===== src/rtl/seq_detect_param.sv =====
// seq_detect_param: runtime-programmable serial pattern detector with saturating match counter
module seq_detect_param #(
   parameter int PAT_W = 8,
   parameter int CNT_W = 8,
   parameter logic [PAT_W-1:0] RST_PAT = PAT_W'(8'b0000_1010),
   parameter int RST_LEN = 4,
   parameter bit RST_OVL = 1'b1,
   localparam int LW = $clog2(PAT_W + 1)
) (
   input  logic             clk,
   input  logic             reset,
   input  logic             in,
   input  logic             in_valid,
   input  logic             cfg_load,
   input  logic [PAT_W-1:0] cfg_pat,
   input  logic [LW-1:0]    cfg_len,
   input  logic             cfg_ovl,
   input  logic             cnt_clr,
   output logic             out,
   output logic [CNT_W-1:0] match_cnt
);
   logic [PAT_W-1:0] hist, hist_n, pat, mask;
   logic [LW-1:0] fill, fill_n, len, len_in;
   logic ovl, match;
   always_comb begin
      hist_n = {hist[PAT_W-2:0], in};
      fill_n = (fill == LW'(PAT_W)) ? fill : fill + LW'(1);
      len_in = (cfg_len > LW'(PAT_W)) ? LW'(PAT_W) : cfg_len;
      mask = '0;
      for (int i = 0; i < PAT_W; i++) mask[i] = LW'(i) < len;
      match = in_valid && !cfg_load && len != '0 && fill_n >= len && ((hist_n ^ pat) & mask) == '0;
   end
   // fill counts only bits still eligible to form a match; load and non-overlap hits empty it
   always_ff @(posedge clk or posedge reset) begin
      if (reset) begin
         hist <= '0;
         fill <= '0;
         out <= 1'b0;
         match_cnt <= '0;
         pat <= RST_PAT;
         len <= LW'(RST_LEN);
         ovl <= RST_OVL;
      end else begin
         out <= match;
         if (cfg_load) begin
            pat <= cfg_pat;
            len <= len_in;
            ovl <= cfg_ovl;
            fill <= '0;
         end else if (in_valid) begin
            hist <= hist_n;
            fill <= (match && !ovl) ? '0 : fill_n;
         end
         if (cnt_clr) match_cnt <= '0;
         else if (match && match_cnt != '1) match_cnt <= match_cnt + CNT_W'(1);
      end
   end
endmodule


===== config.mk =====
export PLATFORM = sky130hd
export DESIGN_NAME = seq_detect_param
export DESIGN_NICKNAME = d
export VERILOG_FILES = /design/src/rtl/seq_detect_param.sv
export SDC_FILE = /design/constraint.sdc
export NUM_CORES = 1
export LEC_CHECK = 0
export BUFFER_PORTS_ARGS = -buffer_cell sky130_fd_sc_hd__buf_4
export CAP_MARGIN = 20
export CORE_MARGIN = 2
export CORE_UTILIZATION = 60
export DETAILED_ROUTE_END_ITERATION = 8
export GPL_ROUTABILITY_DRIVEN = 0
export PLACE_DENSITY = 0.84
export REMOVE_ABC_BUFFERS = 1
export SETUP_SLACK_MARGIN = 0.05
export SYNTH_ARGS = -nofsm -noshare
export SYNTH_HDL_FRONTEND = slang
export SYNTH_SLANG_ARGS = --single-unit

===== constraint.sdc =====
create_clock -name clk -period 6.4 [get_ports clk]
set_clock_uncertainty 0.05 [all_clocks]
set_input_delay 0.32 -clock clk [delete_from_list [all_inputs] [get_ports clk]]
set_output_delay 0.32 -clock clk [all_outputs]
set_load 0.01 [all_outputs]

# Word level (Yosys, flattened, before mapping)
# Cells that the tools add are included.
# W data, S select, Z words.
[word_totals]
inputBits = 19
regBits = 33
[classes]
n_reduce_logical = 13
n_eq_ne = 2
bitwise = 3
magnitude_cmp = 10
n_addsub = 2
n_mux = 7
[op_table]
columns = ["op", "n"]
rows = [
  ["$mux W4", 5],
  ["$lt A3 B4 Y1 const A", 4],
  ["$mux W8", 2],
  ["$add A8 B1 Y8 const B", 1],
  ["$and A8 B8 Y8", 1],
  ["$logic_not A8 Y1", 1],
  ["$lt A1 B4 Y1 const A", 2],
  ["$lt A2 B4 Y1 const A", 2],
  ["$ne A8 B8 Y1 const B", 1],
  ["$xor A8 B8 Y8", 1],
  ["$logic_and A1 B1 Y1", 6],
  ["$add A4 B1 Y4 const B", 1],
  ["$eq A4 B4 Y1 const B", 1],
  ["$ge A4 B4 Y1", 1],
  ["$gt A4 B4 Y1 const B", 1],
  ["$reduce_bool A2 Y1", 2],
  ["$reduce_bool A4 Y1", 1],
  ["$logic_not A1 Y1", 2],
  ["$reduce_and A2 Y1", 1],
  ["$not A1 Y1", 1],
]

# Logic depth before layout (Yosys ltp)
[logic_depth]
word_depth = 9
depth_mapped = 13
ltp_nobuf = 12

# Worst setup path after synthesis
# No wires, ideal clock.
[synth_timing]
path_type = "register to register"
startpoint = "register fill[0]"
endpoint = "register match_cnt[6]"
required_ns = 6.284
setup_ns = 0.066
setup_slack_ns = 3.725
arrival_time_ns = 2.559
path_stages_with_launch = 14
path_cell_list = "dfrtp_1 > inv_1 > ha_1 > nand2_1 > nor2_1 > xnor2_1 > ha_1 > nand2b_1 > a2111o_1 > and4_4 > and3_2 > buf_6 > a311oi_1 > a41o_1"
[synth_via]
elab_chain_len = 7
elab_cells_between_ends = 8
classes_between = "add/sub (1); order compare (1); eq/ne (1); mux (1); reduce/logical (4)"
[synth_lines]
columns = ["element", "line_no", "rtl"]
rows = [
  ["from (decl)", "23", "logic [LW-1:0] fill, fill_n, len, len_in;"],
  ["from (signal assigned)", "52", "fill <= (match && !ovl) ? '0 : fill_n;"],
  ["$add A4 B1 Y4 or $eq A4 B4 Y1 (tied branches)", "27", "fill_n = (fill == LW'(PAT_W)) ? fill : fill + LW'(1);"],
  ["$mux W4 (*)", "27", ""],
  ["$ge A4 B4 Y1 (*)", "31", "match = in_valid && !cfg_load && len != '0 && fill_n >= len && ((hist_n ^ pat) & mask) == '0;"],
  ["$logic_and A1 B1 Y1 (*) (2 in a row)", "31", ""],
  ["$logic_and A1 B1 Y1 (*)", "55", "else if (match && match_cnt != '1) match_cnt <= match_cnt + CNT_W'(1);"],
  ["$reduce_bool A2 Y1 (no line) (*)", "-", ""],
  ["to (signal assigned)", "55", ""],
  ["to (decl)", "20", "output logic [CNT_W-1:0] match_cnt"],
]
# Mark *: on every way between the ends. The rest lies on a longest branch, timed or not.
# A chain may end at the register's enable or synchronous reset.

# Final worst setup path
# Ends and elaborated chain as after synthesis.

==> impl_metrics.env <==
export IMPL_outcome="complete, but fails checks"
export IMPL_violations="hold timing"
export IMPL_slew_violations=0
export IMPL_clock_sinks=33
export IMPL_drc=0
export IMPL_min_period_ps=2873
export IMPL_syn2layout_area_growth_pct=14.90
export IMPL_setup_viol=0
export IMPL_synth_edf_count=0
export IMPL_grt_pass1_vias=1356
export IMPL_ant_nets=0
export IMPL_core_area_um2=2758
export IMPL_grt_pass1_wl_mm=6.009
export IMPL_p_clk_share_pct=28.2
export IMPL_ys_types=42
export IMPL_hold_path_class="in2async"
export IMPL_vias_per_cell=5.948
export IMPL_syn_inst=172
export IMPL_path_common_cell="ha_1"
export IMPL_synth_area_um2=1755
export IMPL_setup_worst_path_start_class="flop"
export IMPL_clock_latency_ps=340
export IMPL_fin_setup_tns_ps=0
export IMPL_reg2regPathDepth=12
export IMPL_hold_ws_ps=-0.6585
export IMPL_hpwl_mm=2.579
export IMPL_holdBufCountCts=0
export IMPL_htreeDepth=2
export IMPL_placed_cell_area_um2=1958
export IMPL_ios=28
export IMPL_first_pass_iters=4
export IMPL_maxCapViolCount=0
export IMPL_drive_gt1_share_pct=26.87
export IMPL_max_stage_delay_ps=420
export IMPL_dieArea_um2=3374
export IMPL_path_max_fanout=8
export IMPL_drt_total_wl_mm=3.535
export IMPL_cts_resized=0
export IMPL_critPathKind="reg2reg"
export IMPL_seq_area_frac_synth_pct=47.33
export IMPL_cts_tree="yes"
export IMPL_clkTransAtPathRegs_ps=100
export IMPL_ys_seq_elements=33
export IMPL_antenna_found_initial=0
export IMPL_swShare_pct=28.00
export IMPL_synth_area_per_cell_um2=10.21
export IMPL_drtIter0Drc=76
export IMPL_start_util_pct=63.66
export IMPL_slowest_stage="a2111o_1"
export IMPL_antenna_cells=0
export IMPL_ys_flop_type="dfrtp_1"
export IMPL_critPathCaptureType="flop"
export IMPL_arrival_ps=3110
export IMPL_fmax_mhz=348.0
export IMPL_vias=1380
export IMPL_cts_path_max_buffers=2
export IMPL_io_buffers=27
export IMPL_p_int_w=0.0003191
export IMPL_wire_per_inst_um=15.24
export IMPL_grt_max_degree=34
export IMPL_fp_dieW_um=58.09
export IMPL_min_period_over_period_pct=44.90
export IMPL_power_switching_w=0.0001241
export IMPL_fin_area_um2=2017
export IMPL_post_cts_buffers=0
export IMPL_ys_warn_count=0
export IMPL_final_hold_viol_count=4
export IMPL_clockRootBuffer="clkbuf_4"
export IMPL_vdd_ir_drop_max_v=0.0002276
export IMPL_p_leak_nw=0.9586
export IMPL_slew_headroom_pct=42.50
export IMPL_p_per_area_nw_per_um2=219.7
export IMPL_worstPathRequired_ps=6630
export IMPL_grt_overflow=0
export IMPL_rsz0062_at_grt="no"
export IMPL_async_reset_ff_share_pct=100.0
export IMPL_rows=19
export IMPL_fin_util_pct=73.14
export IMPL_nNetsFinal=226
export IMPL_pwr_share_comb_pct=16.9
export IMPL_cts_buffers=5
export IMPL_path_cells="inv_1, ha_1, nand2_1, nor2_1, xnor2_1, ha_1, nand2b_1, a2111o_1, and4_4, and3_2, a311oi_1, a41o_1"
export IMPL_seq_power_share_pct=55.0
export IMPL_grt_use_total_pct=23.98
export IMPL_tightest_slew_ps=860.8
export IMPL_fp_dieH_um=58.09
[state kept, by name, summed over array words and instances (netlist names)]
name	count
len	4
hist	7
ovl	1
match_cnt	8
pat	8
out	1
fill	4
[cells in the mapped netlist (3+ instances only)]
cell / n / area [um2]
nand4_1: 4 / 25.02
o21ai_0: 7 / 35.03
a32o_1: 3 / 30.03
or3_1: 3 / 18.77
xnor2_1: 8 / 70.07
a21oi_1: 7 / 35.03
dfstp_2: 4 / 105.1
and3_1: 3 / 18.77
mux2_2: 9 / 101.4
nor2_1: 6 / 22.52
nand2b_1: 4 / 25.02
ha_1: 7 / 87.58
o22ai_1: 3 / 18.77
xor2_1: 3 / 26.28
nand2_1: 32 / 120.1
dfrtp_1: 29 / 725.7
inv_1: 8 / 30.03
[power groups by stage]
stage	Sequential [W]	Clock [W]	Combinational, W
final	0.000244	0.000125	0.0000749
after global routing	0.000246	0.000134	0.0000840
after CTS	0.000243	0.000126	0.0000760
after detailed placement	0.000247	0	0.0000755
after global placement	0.000246	0	0.0000724
after floorplan	0.000243	0	0.0000518
[final timing paths]
path	startpoint	endpoint	slack, ps
setup / recovery	fill[0]$_DFFE_PP0P_	match_cnt[6]$_DFFE_PP0P_	3530
hold reg to reg	hist[6]$_DFFE_PP0P_	hist[6]$_DFFE_PP0P_	470
hold / removal	reset	match_cnt[0]$_DFFE_PP0P_	-0.7
max in group asynchronous	reset	pat[1]$_DFFE_PP1P_	5960
min in group clk	cfg_len[3]	len[2]$_DFFE_PP1P_	100
setup reg to reg	fill[0]$_DFFE_PP0P_	match_cnt[6]$_DFFE_PP0P_	3530
[layout make-up]
| type | instances | area [um2] |
|---|---|---|
| multi-input combinational | 124 | 848.3 |
| sequential | 33 | 830.8 |
| fill | 199 | 740.7 |
| timing repair buffer | 28 | 210.2 |
| clock buffer | 8 | 58.81 |
| tap | 31 | 38.79 |
| inverter | 8 | 30.03 |
[stage by stage]
| stage | worst slack (ps) | hold WS (ps) | total power (W) | std cells |
|---|---|---|---|---|
| floorplan | 3789 | 324.4 | 0.0002952 | 165 |
| global placement | 3718 | 383.1 | 0.0003183 | 224 |
| detailed placement | 3590 | 388.8 | 0.0003229 | 224 |
| CTS | 3548 | 16.34 | 0.0004453 | 232 |
| global route | 3403 | 39.91 | 0.0004644 | 232 |
| finish | 3527 | -0.6585 | 0.0004431 | 232 |
[cell families after synthesis]
kind of cell    count (synthesis)  synth area share, %
compound gates                 30                12.12
xor+xnor                       11                5.489
fa+ha+maj                       7                4.989
buf+inv                        15                4.348
flops                          33                47.33
mux                            10                6.344
simple gates                   66                19.39
[critical path: cells and delay by family, from the launching register on]
| family | cells | cell delay [ps] |
|---|---|---|
| AOI/OAI and AO/OA | 3 | 840 |
| and+or+nand+nor | 5 | 750 |
| DFF | 1 | 410 |
| buffers and inverters | 1 | 90 |
| adders and majority gates | 2 | 460 |
| xor gates and xnor gates | 1 | 220 |
[routing by layer]
layer | share of wire, % | track usage, %
met5 | 0 | 0
met4 | 2.9 | 14.95
met3 | 4.7 | 5.580
met2 | 51 | 39.29
met1 | 41 | 28.47
[cells in the final DEF, fill, tap and decap left out, drive strengths merged, types with 7 or more instances in the layout]
master,netlist,routed
ha,7,7
dfrtp,29,29
clkbuf,3,8
a21oi,7,7
xnor2,8,8
mux2,9,9
o21ai,7,7
nand2,32,32
buf,4,28
inv,8,8
(Power assumes the default switching activity.)
